## config.mk

```make
export PLATFORM = sky130hd
export DESIGN_NAME = jtkiwi_tilescan
export DESIGN_NICKNAME = d
export VERILOG_FILES = /design/src/rtl/jtkiwi_pkg.sv /design/src/rtl/jtkiwi_tilescan.sv
export SDC_FILE = /design/constraint.sdc
export NUM_CORES = 1
export LEC_CHECK = 0
export ABC_AREA = 1
export CAP_MARGIN = 20
export CORE_MARGIN = 5
export CORE_UTILIZATION = 35
export DETAILED_ROUTE_END_ITERATION = 16
export SKIP_LAST_GASP = 1
export SYNTH_ARGS = -nofsm -noshare
export SYNTH_HDL_FRONTEND = slang
export SYNTH_SLANG_ARGS = --single-unit
```

## constraint.sdc

```tcl
create_clock -name clk -period 2.65 [get_ports clk]
set_input_delay 0.53 -clock clk [delete_from_list [all_inputs] [get_ports clk]]
set_output_delay 0.53 -clock clk [all_outputs]
set_load 0.1 [all_outputs]
```

## src/rtl/jtkiwi_pkg.sv

```systemverilog
// Shared definitions for the tile-map scanner and the CPU-side VRAM mux.
package jtkiwi_pkg;

    localparam int TILE_W        = 16;
    // VRAM word address bit that selects the attribute half of the map
    localparam int VRAM_ATTR_BIT = 10;

    typedef logic [2:0] scan_st_t;

    localparam scan_st_t ST_IDLE   = 3'd0;
    localparam scan_st_t ST_ADDR_C = 3'd1;
    localparam scan_st_t ST_ADDR_A = 3'd2;
    localparam scan_st_t ST_CAPT   = 3'd3;
    localparam scan_st_t ST_REQ    = 3'd4;
    localparam scan_st_t ST_ACK    = 3'd5;
    localparam scan_st_t ST_WAITB  = 3'd6;

endpackage

```

## src/rtl/jtkiwi_tilescan.sv

```systemverilog
// Per-scanline tile-map scanner: reads code/attr words from VRAM for each
// visible column and hands them one at a time to the tile draw engine.
module jtkiwi_tilescan
    import jtkiwi_pkg::*;
#(
    parameter int COLS    = 17,
    parameter int VRAM_AW = 11
) (
    input  logic               clk,
    input  logic               rst_n,
    input  logic               hs,
    input  logic [8:0]         vdump,
    input  logic [8:0]         xscroll,
    input  logic [8:0]         yscroll,
    input  logic               flip,
    output logic [VRAM_AW-1:0] vram_addr,
    input  logic [15:0]        vram_data,
    output logic               draw,
    input  logic               busy,
    output logic [15:0]        code,
    output logic [15:0]        attr,
    output logic [8:0]         xpos,
    output logic [3:0]         ysub,
    output logic               done
);

    localparam int NW = $clog2(COLS);

    scan_st_t      st;
    logic [NW-1:0] n;
    logic [4:0]    row;
    logic [8:0]    xs_q;
    logic [15:0]   code_q;
    logic [15:0]   attr_q;

    logic [8:0]    yline;
    logic [8:0]    yeff;
    logic [4:0]    col;
    logic [8:0]    xpos_nx;
    logic          last;

    always_comb begin
        yline   = flip ? ~vdump : vdump;
        yeff    = yline + yscroll;
        col     = xs_q[8:4] + 5'(n);
        xpos_nx = 9'(n) * 9'(TILE_W) - {5'd0, xs_q[3:0]};
        last    = (n == NW'(COLS - 1));
    end

    // Address is decoded straight from state so VRAM data lines up one cycle later
    always_comb begin
        vram_addr                = '0;
        vram_addr[9:0]           = {row, col};
        vram_addr[VRAM_ATTR_BIT] = (st == ST_ADDR_A);
    end

    always_ff @(posedge clk or negedge rst_n) begin
        if (!rst_n) begin
            st     <= ST_IDLE;
            n      <= '0;
            row    <= '0;
            xs_q   <= '0;
            code_q <= '0;
            attr_q <= '0;
            draw   <= 1'b0;
            done   <= 1'b1;
            code   <= '0;
            attr   <= '0;
            xpos   <= '0;
            ysub   <= '0;
        end else begin
            draw <= 1'b0;
            if (hs) begin
                // ysub is pre-flipped because the engine XORs it again on flip
                row  <= yeff[8:4];
                ysub <= yeff[3:0] ^ {4{flip}};
                xs_q <= xscroll;
                n    <= '0;
                done <= 1'b0;
                st   <= ST_ADDR_C;
            end else begin
                case (st)
                    ST_IDLE: ;
                    ST_ADDR_C: st <= ST_ADDR_A;
                    ST_ADDR_A: begin
                        code_q <= vram_data;
                        st     <= ST_CAPT;
                    end
                    ST_CAPT: begin
                        attr_q <= vram_data;
                        st     <= ST_REQ;
                    end
                    ST_REQ: begin
                        if (!busy) begin
                            code <= code_q;
                            attr <= attr_q;
                            xpos <= xpos_nx;
                            draw <= 1'b1;
                            st   <= ST_ACK;
                        end
                    end
                    // engine only raises busy the cycle after draw, so skip one look
                    ST_ACK: st <= ST_WAITB;
                    ST_WAITB: begin
                        if (!busy) begin
                            if (last) begin
                                done <= 1'b1;
                                st   <= ST_IDLE;
                            end else begin
                                n  <= n + 1'b1;
                                st <= ST_ADDR_C;
                            end
                        end
                    end
                    default: st <= ST_IDLE;
                endcase
            end
        end
    end

endmodule

```

==> results.yml <==
critical_path:
  critPathLaunch: "n[0]$_DFFE_PN0P_"
  r2r-start: "st[2]$_DFFE_PN0P_"
  path_max_fanout: 5
  cp_data_required_time_ns: 2.12
  start_kind: "register"
  cp.arrival_ns: 1.98
  cp-end-kind: "output port"
  path_class: "reg -> out"
power:
  powerDensity_nw_per_um2: 1150
  peakVddDrop_mv: 0.415
  leakagePower_nw: 3.33
  power_mw: 7.23
clocking:
  cts_sinks: 101
  postCtsSetupBuffers: 0
  cts.clk_slew.worst_paths_ns: 0.07
  clockBufferDepth: 2
  clk_latency_ns: 0.35
  cts_buffers: 9
  clock-root-buffer: "clkbuf_16"
  cts_hold_buffers: 0
  htree_levels: 3
  cts_tree: "built"
drt:
  vias: 3939
  wl_um: 11400
  remaining_drc_errors: 0
  via_per_inst: 4.62
  dr.pass1.iters: 4
  wl_per_cell_um: 13.3
  first_iter_violations: 253
  drtAntennaViolNets: 0
grt:
  gr-total-overflow: 0
  grt_max_degree: 47
  grt_use_total_pct: 14.8
  grt_pass1_vias: 3997
  grt_antenna_before_repair: 0
  grt_pass1_wl_um: 19400
synth:
  yosysTopAreaCell: "dfrtp_1"
  ys_seq_area_share_pct: 53.1
  synth_area_per_cell_um2: 8.37
  synth_area_um2: 4760
  synth-seq-cells: 101
  synth_top_area_share_pct: 52.5
  yosys_warnings: 0
  synth_cell_types: 25
  synthTopCellsByArea: "dfrtp_1, nand2_1, ha_1"
  synthCells: 569
  synth_nets: 636
floorplanning:
  dieHeight_um: 127
  die_area_um2: 16000
  die_w_um: 127
  initial_utilization_pct: 35.8
  num_rows: 42
  core_region_area_um2: 13300
  ioPinCount: 106
place:
  place.gp.congestion: 0.782
  port_buffers: 105
  dp.cells: 837
  post-dp-hpwl_um: 8280
timing:
  slew_viol_final: 0
  clock-skew-final_ns: 0.00774
  period_minus_slack_ns: 2.51
  maxSlewHeadroom_pct: 59.1
  max_freq_mhz: 398
  fin_crit_sh_pct: 94.7
  rsz0062_at_grt: "false"
  worstMarginPinSlew_ns: 0.613
  hold_slack_ns: 0.196
  setup_viol: 0
  hold_viol_final: 0
  setup-tns-final_ns: 0
cells_and_area:
  n_antenna_cell: 0
  nets: 739
  layout_common_cells: "nand2_1, dfrtp_1, buf_4, inv_1, clkdlybuf4s50_1"
  instances_no_fill: 852
  syn_to_final_growth_pct: 31.7
  drive_gt1_share_pct: 14.5
  final_common_cell: "nand2_1"
run_status:
  status: "finished, final reports clean"
worst_hold_path:
  holdCritPathClass: "in -> async"
flow_run:
  drv_cap: 0
what timing repair did:
item | in CTS | in global routing
resized for setup | 3 | 2
hold endpoints to repair | 0 | 0
gates cloned | 0 | 0
endpoints found under the setup margin | 1 | 1
worst paths after layout:
check	end	slack, ns	cells past startpoint
worst min register to register	code[11]$_DFFE_PN0P_	0.47	2
min in group clk	code[11]$_DFFE_PN0P_	0.47	2
max in group asynchronous	done$_DFFE_PN1P_	1.77	2
worst max register to register	attr[2]$_DFFE_PN0P_	1.02	7
worst min-delay path	code_q[3]$_DFFE_PN0P_	0.20	1
worst max-delay path	vram_addr[4]	0.14	6
cells in the mapped netlist:
library cell and count:
a21o_1 1, nor3_2 1, buf_1 1, nand3b_1 2, dfstp_2 1, o21ai_0 34
nand3_1 25, dfrtp_1 100, a31oi_1 2, xnor2_1 7, buf_2 9, xor2_1 18
a21oi_1 9, nor2_1 12, o21ai_1 17, clkbuf_2 1, nand2_1 240, buf_6 2
inv_1 48, nand3_2 1, ha_1 17, nand4_1 4, inv_2 4, clkbuf_1 11
fa_1 2
critical path, cell delays in order (launching register included):
cell	delay [ns]
dfrtp_2	0.41
ha_1	0.20
inv_1	0.06
fa_2	0.37
o21ai_2	0.19
xor2_2	0.20
buf_12	0.20
routing by layer:
layer	global-route usage [%]	wire length (um)	up-vias	share of wire [%]
met5	0	0	-	0
met4	6.81	314	0	2.8
met3	3.40	571	21	5.0
met2	23.4	5380	90	47
met1	19.3	5110	1847	45
li1	-	-	1981	-
flip-flops by register name, indices dropped and copies added, names as in the netlist:
signal  cells
draw        1
code       16
done        1
st          3
n           5
xs_q        9
attr       16
ysub        4
code_q     16
attr_q     16
xpos        9
row         5
per-stage QoR:
stage | cell area, um^2 | util, % | setup WS (ns)
after floorplan | 4790 | - | -0.0911
after global placement | 5950 | 44.8 | 0.157
after detailed placement | 5950 | 44.8 | 0.109
after CTS | 6270 | 47.2 | 0.00548
after global routing | 6270 | 47.2 | 0.0785
final | 6270 | 47.2 | 0.140
cell families after synthesis:
group                    after synthesis  synth area share, %
AO/OA/AOI/OAI                         63                 6.72
XOR/XNOR                              25                 4.60
buffers and inverters                 76                 6.56
AND/OR/NAND/NOR                      285                 23.7
adder cells (fa/ha/maj)               19                 5.30
flip-flops                           101                 53.1
power breakdown:
part	internal [mW]	leakage (nW)	switching [mW]
logic	0.755	1.87	2.70
clock network	0.828	0.153	0.573
registers	2.06	1.30	0.313
layout make-up:
cell class,instances,area (um^2)
clock buffer,10,229
clock inverter,5,86.3
fill,1302,7020
inverter,52,195
multi-input combinational,392,1950
sequential,101,2530
tap,176,220
timing repair buffer,116,1060
No activity file was read; power rests on OpenSTA's default activity.
